### config.mk
export PLATFORM = sky130hd
export DESIGN_NAME = mdio_user_slave
export DESIGN_NICKNAME = d
export VERILOG_FILES = /design/src/rtl/mdio_user_slave.sv
export SDC_FILE = /design/constraint.sdc
export NUM_CORES = 1
export LEC_CHECK = 0
export BUFFER_PORTS_ARGS = -buffer_cell sky130_fd_sc_hd__buf_2
export CORE_AREA = 2 2 111 113
export CTS_CLUSTER_DIAMETER = 50
export DETAILED_ROUTE_END_ITERATION = 7
export DIE_AREA = 0 0 113 115
export PLACE_DENSITY = 0.83
export SLEW_MARGIN = 20
export SYNTH_ARGS = -nofsm -noshare
export SYNTH_HDL_FRONTEND = slang
export SYNTH_SLANG_ARGS = --single-unit
### constraint.sdc
create_clock -name clk -period 2.4 [get_ports clk]
set_input_delay 0.48 -clock clk [delete_from_list [all_inputs] [get_ports clk]]
set_output_delay 0.48 -clock clk [all_outputs]
set_load 0.01 [all_outputs]
### src/rtl/mdio_user_slave.sv
// mdio_user_slave: Clause 22 MDIO management slave serving a small 16-bit register file, oversampled on clk
module mdio_user_slave #(
  parameter logic [4:0]  PHY_ADDR = 5'h01,
  parameter int          NUM_REGS = 4,
  parameter logic [15:0] ID_VALUE = 16'h1234
) (
  input  logic                     clk,
  input  logic                     rst_n,
  input  logic                     mdc,
  input  logic                     mdio_i,
  output logic                     mdio_o,
  output logic                     mdio_oe,
  output logic [16*NUM_REGS-1:0]   regs_flat,
  output logic                     reg_wr_pulse,
  output logic [4:0]               reg_wr_addr,
  output logic [15:0]              reg_wr_data
);
  typedef enum logic [3:0] {IDLE, START, OP, PHYAD, REGAD, TA, DATA_WR, DATA_RD, SKIP} state_t;
  state_t state_q, state_d;
  logic [1:0] mdc_sync_q, mdio_sync_q;
  logic mdc_prev_q;
  logic [5:0] pre_q, pre_d;
  logic [4:0] cnt_q, cnt_d, phy_q, phy_d, ra_q, ra_d, wa_q, wa_d, ra_nx;
  logic rd_q, rd_d, o_q, o_d, oe_q, oe_d, pulse_q, pulse_d;
  logic [15:0] sh_q, sh_d, wd_q, wd_d, rd_data, wr_val;
  logic [NUM_REGS-1:0][15:0] regs_q, regs_d;
  logic rise, fall, bit_in;
  assign rise = mdc_sync_q[1] & ~mdc_prev_q;
  assign fall = ~mdc_sync_q[1] & mdc_prev_q;
  assign bit_in = mdio_sync_q[1];
  assign ra_nx = {ra_q[3:0], bit_in};
  assign wr_val = {sh_q[14:0], bit_in};
  assign mdio_o = o_q;
  assign mdio_oe = oe_q;
  assign reg_wr_pulse = pulse_q;
  assign reg_wr_addr = wa_q;
  assign reg_wr_data = wd_q;
  assign regs_flat = regs_q;
  always_comb begin
    rd_data = 16'h0000;
    for (int i = 0; i < NUM_REGS; i++)
      if (ra_nx == 5'(i)) rd_data = regs_q[i];
  end
  always_comb begin
    state_d = state_q;
    pre_d   = 6'd0;
    cnt_d   = cnt_q;
    rd_d    = rd_q;
    phy_d   = phy_q;
    ra_d    = ra_q;
    sh_d    = sh_q;
    o_d     = o_q;
    oe_d    = oe_q;
    pulse_d = 1'b0;
    wa_d    = wa_q;
    wd_d    = wd_q;
    regs_d  = regs_q;
    regs_d[0] = ID_VALUE;
    case (state_q)
      IDLE: begin
        pre_d = pre_q;
        if (rise) begin
          pre_d   = bit_in ? ((pre_q == 6'd63) ? pre_q : pre_q + 6'd1) : 6'd0;
          state_d = (!bit_in && pre_q >= 6'd32) ? START : IDLE;
        end
      end
      START: if (rise) begin
        state_d = bit_in ? OP : IDLE;
        cnt_d   = 5'd0;
      end
      OP: if (rise) begin
        cnt_d = (cnt_q == 5'd0) ? 5'd1 : 5'd0;
        if (cnt_q == 5'd0) rd_d = bit_in;
        else state_d = (rd_q != bit_in) ? PHYAD : IDLE;
      end
      PHYAD: if (rise) begin
        phy_d   = {phy_q[3:0], bit_in};
        cnt_d   = (cnt_q == 5'd4) ? 5'd0 : cnt_q + 5'd1;
        state_d = (cnt_q == 5'd4) ? REGAD : PHYAD;
      end
      REGAD: if (rise) begin
        ra_d  = ra_nx;
        cnt_d = (cnt_q == 5'd4) ? 5'd0 : cnt_q + 5'd1;
        if (cnt_q == 5'd4) begin
          state_d = (phy_q != PHY_ADDR) ? SKIP : TA;
          sh_d    = rd_data;
        end
      end
      TA: if (rd_q ? fall : rise) begin
        cnt_d = (cnt_q == 5'd1) ? 5'd0 : cnt_q + 5'd1;
        if (cnt_q == 5'd1) begin
          state_d = rd_q ? DATA_RD : DATA_WR;
          oe_d    = rd_q;
          o_d     = ~rd_q;
        end
      end
      DATA_WR: if (rise) begin
        sh_d  = wr_val;
        cnt_d = (cnt_q == 5'd15) ? 5'd0 : cnt_q + 5'd1;
        if (cnt_q == 5'd15) begin
          state_d = IDLE;
          for (int i = 1; i < NUM_REGS; i++)
            if (ra_q == 5'(i)) begin
              regs_d[i] = wr_val;
              pulse_d   = 1'b1;
              wa_d      = ra_q;
              wd_d      = wr_val;
            end
        end
      end
      DATA_RD: if (fall) begin
        if (cnt_q == 5'd16) begin
          oe_d    = 1'b0;
          o_d     = 1'b1;
          state_d = IDLE;
          cnt_d   = 5'd0;
        end else begin
          o_d   = sh_q[15];
          sh_d  = {sh_q[14:0], 1'b0};
          cnt_d = cnt_q + 5'd1;
        end
      end
      SKIP: if (rise) begin
        cnt_d   = (cnt_q == 5'd17) ? 5'd0 : cnt_q + 5'd1;
        state_d = (cnt_q == 5'd17) ? IDLE : SKIP;
      end
      default: state_d = IDLE;
    endcase
  end
  always_ff @(posedge clk) begin
    if (!rst_n) begin
      mdc_sync_q  <= 2'b00;
      mdio_sync_q <= 2'b11;
      mdc_prev_q  <= 1'b0;
      state_q     <= IDLE;
      pre_q       <= 6'd0;
      cnt_q       <= 5'd0;
      rd_q        <= 1'b0;
      phy_q       <= 5'd0;
      ra_q        <= 5'd0;
      sh_q        <= 16'h0000;
      o_q         <= 1'b1;
      oe_q        <= 1'b0;
      pulse_q     <= 1'b0;
      wa_q        <= 5'd0;
      wd_q        <= 16'h0000;
      regs_q      <= '0;
      regs_q[0]   <= ID_VALUE;
    end else begin
      mdc_sync_q  <= {mdc_sync_q[0], mdc};
      mdio_sync_q <= {mdio_sync_q[0], mdio_i};
      mdc_prev_q  <= mdc_sync_q[1];
      state_q     <= state_d;
      pre_q       <= pre_d;
      cnt_q       <= cnt_d;
      rd_q        <= rd_d;
      phy_q       <= phy_d;
      ra_q        <= ra_d;
      sh_q        <= sh_d;
      o_q         <= o_d;
      oe_q        <= oe_d;
      pulse_q     <= pulse_d;
      wa_q        <= wa_d;
      wd_q        <= wd_d;
      regs_q      <= regs_d;
    end
  end
endmodule

==> impl_metrics.tcl, run 1 <==
set metrics [dict create \
    status "finished with violations" \
    failed_checks "DRC" \
    syn_area_um2 5740 \
    diodes 0 \
    final_common_cell "nand2_1" \
    ant_nets 0 \
    r2r-start "cnt_q[0]" \
    clkSinkCount 119 \
    drv_slew 0 \
    drt_iter0_drc 483 \
    p_per_area_nw_per_um2 708 \
    reg2reg_slack_ns 0.13 \
    reg2reg_to "cnt_q[2]" \
    row_count 40 \
    die_h_um 115 \
    dp_hpwl_um 10500 \
    period_share 0.945 \
    rsz0062_at_grt "false" \
    avgSynthCellArea_um2 8.39 \
    critPathRequiredTime_ns 2.68 \
    die_x_um 113 \
    wl_um 15800 \
    ir_worst_vdd_mv 0.328 \
    holdWs_ns 0.257 \
    fin_tns_setup_ns 0 \
    syn_to_final_growth_pct 19.9 \
    antenna_found_initial 0 \
    clock_latency_ns 0.41 \
    yosysTopAreaCellShare 0.415 \
    hp-start "mdio_i" \
    r2r.worst_path.cells 7 \
    maxSlewHeadroom 0.577 \
    hp-class "in -> reg" \
    cts-hold-fix-buffers 0 \
    yosysWarnings 0 \
    mostFrequentLayoutCells "nand2_1 (122), dfxtp_1 (119), buf_2 (75), a21oi_1 (64), mux2i_1 (43)" \
    switching_share 0.199 \
    fin_nets 765 \
    arrival_ns 2.54 \
    synth_seq_cells 119 \
    clk_pin_slew_worst_paths_ns 0.05 \
    finalHoldViolCount 0 \
    post-route-min-period_ns 2.27 \
    drv_cap 0 \
    synthTopCellsByArea "dfxtp_1 (41%), nand2_1 (8.0%), mux2i_1 (7.5%)" \
    grt_max_degree 42 \
    start_util 0.486 \
    combPwrFrac 0.021 \
    synthFlopType "dfxtp_1" \
    syn_inst 684 \
    grt-ovfl-total 0 \
    clockBufferDepth 2 \
    ys_types 72 \
    synth_top_area_cell "dfxtp_1" \
    grt_pass1_vias 5105 \
    setup_viol 0 \
    synthArstFlopShare 0 \
    ios 92 \
    cts-buffers-inserted 17 \
    synth_edf_count 0 \
    first_pass_iters 7 \
    intPower_w 0.00390 \
    crit_type "reg -> reg" \
    wl_per_cell_um 17.2 \
    grt_pass1_wl_um 25000 \
    port-buffer-count 75 \
    pwr-share-seq 0.408 \
    worst_hold_path.endpoint "mdio_sync_q[0]" \
    cts.htree.levels 4 \
    ys_seq_area_frac 0.415 \
    power.switching_w 0.000971 \
    end_kind "flip-flop" \
    crit_path_start_kind "flip-flop" \
    grtUsageTotal 0.242 \
    power_frac_clock 0.571 \
    hold_depth 2 \
    p_leak_nw 2.94 \
    root_buffer "clkbuf_16" \
    crit_fanout 5 \
    worstMarginPinSlew_ns 0.626 \
    layout-drive-gt1-share 0.210 \
    vias 5342 \
    route.detailed.drc 4 \
    fmax_ghz 0.441 \
    power_w 0.00487 \
    die_area_um2 13000 \
    coreArea_um2 11800 \
    routed_via_density 5.84 \
    routabilityCongestion 0.961 \
    skew_ns 0.00956 \
    cts_tree "built" \
]
[registers in the layout (all words and copies together) (netlist names), 2 cells and up]
| signal | cells |
|---|---|
| state_q | 4 |
| mdc_sync_q | 2 |
| cnt_q | 5 |
| pre_q | 6 |
| sh_q | 16 |
| phy_q | 5 |
| ra_q | 5 |
| regs_flat | 48 |
| reg_wr_addr | 5 |
| mdio_sync_q | 2 |
| reg_wr_data | 16 |
[power groups by stage]
| stage | registers [W] | logic [W] | clock network (W) |
|---|---|---|---|
| 6_report | 0.00199 | 0.000101 | 0.00278 |
| 5_1_grt | 0.00199 | 0.000110 | 0.00291 |
| 4_1_cts | 0.00199 | 0.0000987 | 0.00281 |
| 3_5_place_dp | 0.00203 | 0.0000981 | 0 |
| 3_3_place_gp | 0.00203 | 0.0000978 | 0 |
| 2_1_floorplan | 0.00203 | 0.0000966 | 0 |
[per-layer routing]
layer | up-vias | global-route usage | share of wire | wire length, um
met5 | - | 0 | 0 | 0
met4 | 0 | 0.118 | 0.032 | 503
met3 | 42 | 0.0517 | 0.083 | 1310
met2 | 271 | 0.414 | 0.49 | 7710
met1 | 2508 | 0.292 | 0.40 | 6230
li1 | 2521 | - | - | -
[final cells by class]
cell class                      instances  area (um2)
Sequential cell                       119        2380
Multi-Input combinational cell        498        2980
Timing Repair Buffer                  109         643
Inverter                               10        37.5
Clock buffer                           20         457
Tap cell                              147         184
Clock inverter                         12         199
Fill cell                            1009        4930
[synth_stat cells, drive strengths merged, types with 3 or more instances]
| cell type | n |
|---|---|
| clkbuf | 35 |
| nand3 | 33 |
| ha | 6 |
| o21ai | 32 |
| nor4b | 3 |
| buf | 35 |
| a2111o | 5 |
| nor3 | 3 |
| nand3b | 12 |
| a31oi | 11 |
| xor2 | 4 |
| and2 | 4 |
| dfxtp | 119 |
| or2 | 3 |
| o21bai | 3 |
| a21oi | 64 |
| nor2b | 4 |
| a211oi | 5 |
| mux2i | 43 |
| nor2 | 39 |
| nand4 | 8 |
| nor3b | 3 |
| and3 | 5 |
| nand2b | 8 |
| or3 | 3 |
| o211ai | 14 |
| inv | 10 |
| nand2 | 122 |
| o211a | 5 |
[logic make-up (layout without fill, tap and decap cells)]
group | Yosys count | after routing | share of synthesized area
simple gates | 268 | 268 | 0.231
compound gates | 158 | 158 | 0.173
flops | 119 | 119 | 0.415
buf+inv | 81 | 151 | 0.0793
mux | 45 | 45 | 0.0789
fa+ha+maj | 6 | 6 | 0.0131
xor+xnor | 5 | 5 | 0.00763
other cells | 2 | 16 | 0.00131
[per-stage QoR]
stage / area (um2) / std cells / utilization / setup WS, ns
6_report: 6880 / 915 / 0.583 / 0.131
5_1_grt: 6880 / 915 / 0.583 / 0.00139
4_1_cts: 6870 / 915 / 0.582 / 0.0928
3_5_place_dp: 6210 / 883 / 0.526 / 0.0395
3_3_place_gp: 6210 / 883 / 0.526 / 0.123
2_1_floorplan: 5790 / 698 / - / 0.0768
[worst max-delay path, stage by stage, from the launching register on]
cell,delay (ns)
dfxtp_1,0.34
buf_4,0.14
ha_1,0.17
or4bb_2,0.59
a32oi_1,0.26
nand4_1,0.27
o21ai_0,0.20
o221ai_1,0.17
[worst max path at each step]
stage,start,to
after floorplan,cnt_q[0],regs_flat[55]
after global placement,cnt_q[1],reg_wr_addr[2]
after detailed placement,cnt_q[1],reg_wr_data[11]
after CTS,cnt_q[1],reg_wr_data[5]
after global routing,cnt_q[0],cnt_q[2]
final,cnt_q[0],cnt_q[2]
[what timing repair did]
action / in CTS / in global routing
buffers inserted: 0 / 0
gates resized for setup: 2 / 2
endpoints found under the setup margin: 2 / 34
pin swaps: 0 / 1
(Power assumes the default switching activity.)
==> run 2: changes to the inputs <==
Settings changed: CORE_AREA 2 2 111 113 to 2 2 110 112, DIE_AREA 0 0 113 115 to 0 0 112 114, PLACE_DENSITY 0.83 to 0.84.
==> impl_metrics.tcl, run 2 (synthesis results as in run 1) <==
set metrics [dict create \
    status "finished clean" \
    worstMarginPinSlew_ns 0.554 \
    post-route-min-period_ns 2.28 \
    worst_hold_path.endpoint "mdc_sync_q[0]" \
    finalHoldViolCount 0 \
    reg2reg_to "state_q[1]" \
    rsz0062_at_grt "false" \
    ir_worst_vdd_mv 0.378 \
    final_common_cell "nand2_1" \
    grt_pass1_wl_um 24700 \
    grt-ovfl-total 0 \
    post-route-util 0.579 \
    row_count 40 \
    r2r.worst_path.cells 7 \
    cts.htree.levels 4 \
    period_share 0.949 \
    crit_fanout 4 \
    cts_tree "built" \
    first_pass_iters 5 \
    coreArea_um2 11700 \
    die_area_um2 12800 \
    cts-buffers-inserted 17 \
    port-buffer-count 75 \
    wl_per_cell_um 17.2 \
    clockBufferDepth 2 \
    clock_latency_ns 0.42 \
    end_kind "flip-flop" \
    die_x_um 112 \
    dp_slack_ns -0.0712 \
    root_buffer "clkbuf_16" \
    diodes 0 \
    layout_setup_ws_ns 0.123 \
    ant_nets 0 \
    antenna_found_initial 0 \
    hp-class "in -> reg" \
    skew_ns 0.00639 \
    route.detailed.drc 0 \
    drv_slew 0 \
    start_util 0.490 \
    grt.busiest_layer "met2" \
    arrival_ns 2.62 \
    critPathRequiredTime_ns 2.74 \
    n_fill_cell 996 \
    grt_max_degree 52 \
    p_per_area_nw_per_um2 668 \
    die_h_um 114 \
    maxSlewHeadroom 0.626 \
    crit_path_start_kind "flip-flop" \
    ios 92 \
    clk_pin_slew_worst_paths_ns 0.05 \
    clkSinkCount 119 \
    routabilityCongestion 0.958 \
    r2r-start "cnt_q[1]" \
    wl_um 15700 \
    routed_via_density 5.89 \
    fin_nets 766 \
    cts-hold-fix-buffers 0 \
    reg2reg_slack_ns 0.12 \
    mostFrequentLayoutCells "nand2_1 (122), dfxtp_1 (119), buf_2 (75), a21oi_1 (64), mux2i_1 (43)" \
    grtUsageTotal 0.242 \
    layout-drive-gt1-share 0.203 \
    dp_hpwl_um 10400 \
    met1_usage 0.291 \
    hp-start "mdc" \
    p_leak_nw 2.89 \
    drt_iter0_drc 465 \
    drv_cap 0 \
    fmax_ghz 0.439 \
    crit_type "reg -> reg" \
    syn_to_final_growth_pct 18.1 \
    setup_viol 0 \
    grt_pass1_vias 5000 \
    hold_depth 2 \
    largest_reg_flops 48 \
    use_met3 0.0600 \
    met2_usage 0.400 \
    vias 5373 \
]
-- run 2: how the worst max path moves through the flow --
stage,from,endpoint,slack [ns],cells past startpoint
floorplan,cnt_q[0],regs_flat[55],0.08,10
global placement,cnt_q[0],regs_flat[57],0.06,8
detailed placement,cnt_q[0],regs_flat[61],-0.07,8
CTS,cnt_q[0],regs_flat[61],0.02,8
global route,cnt_q[1],state_q[1],0.006,7
finish,cnt_q[1],state_q[1],0.12,7
-- run 2: layout make-up --
type	instances	area [um2]	area share
Tap cell	147	184	0.0271
Clock inverter	4	70.1	0.0103
Sequential cell	119	2380	0.351
Inverter	10	37.5	0.00554
Timing Repair Buffer	109	631	0.0930
Clock buffer	24	492	0.0725
Multi-Input combinational cell	499	2980	0.440
-- run 2: layer usage --
metal / vias up / share of wire
li1: 2530 / -
met1: 2495 / 0.40
met2: 294 / 0.48
met3: 54 / 0.081
met4: 0 / 0.042
met5: - / 0
-- run 2: what timing repair did --
| action | CTS | global route |
|---|---|---|
| cloned | 0 | 1 |
| pin swaps | 0 | 2 |
| resized for setup | 2 | 2 |
| endpoints found under the hold margin | 0 | 0 |
| buffers inserted | 0 | 1 |
| setup endpoints to repair | 20 | 44 |
-- run 2: per-stage QoR --
stage	std cells	hold slack (ns)	total power [W]	TNS (ns)	cell area, um2
2_1_floorplan	698	0.386	0.00212	0	5790
3_3_place_gp	882	0.391	0.00213	0	6190
3_5_place_dp	882	0.411	0.00213	-0.604	6190
4_1_cts	910	0.259	0.00455	0	6760
5_1_grt	912	0.274	0.00464	0	6780
6_report	912	0.270	0.00453	0	6780
-- run 2: power by group --
| group | switching (W) | total, W | internal, W |
|---|---|---|---|
| Clock | 0.000831 | 0.00244 | 0.00161 |
| Sequential | 0.00000370 | 0.00199 | 0.00198 |
| Combinational | 0.0000773 | 0.000104 | 0.0000269 |
| Total | 0.000912 | 0.00453 | 0.00362 |
-- run 2: critical path, cell delays in order, from the launching register on --
cell and delay, ns:
dfxtp_1 0.32, inv_1 0.10, ha_1 0.22, or4b_1 0.50, mux2_2 0.30, o311ai_1 0.25
or3_1 0.30, mux2i_1 0.21
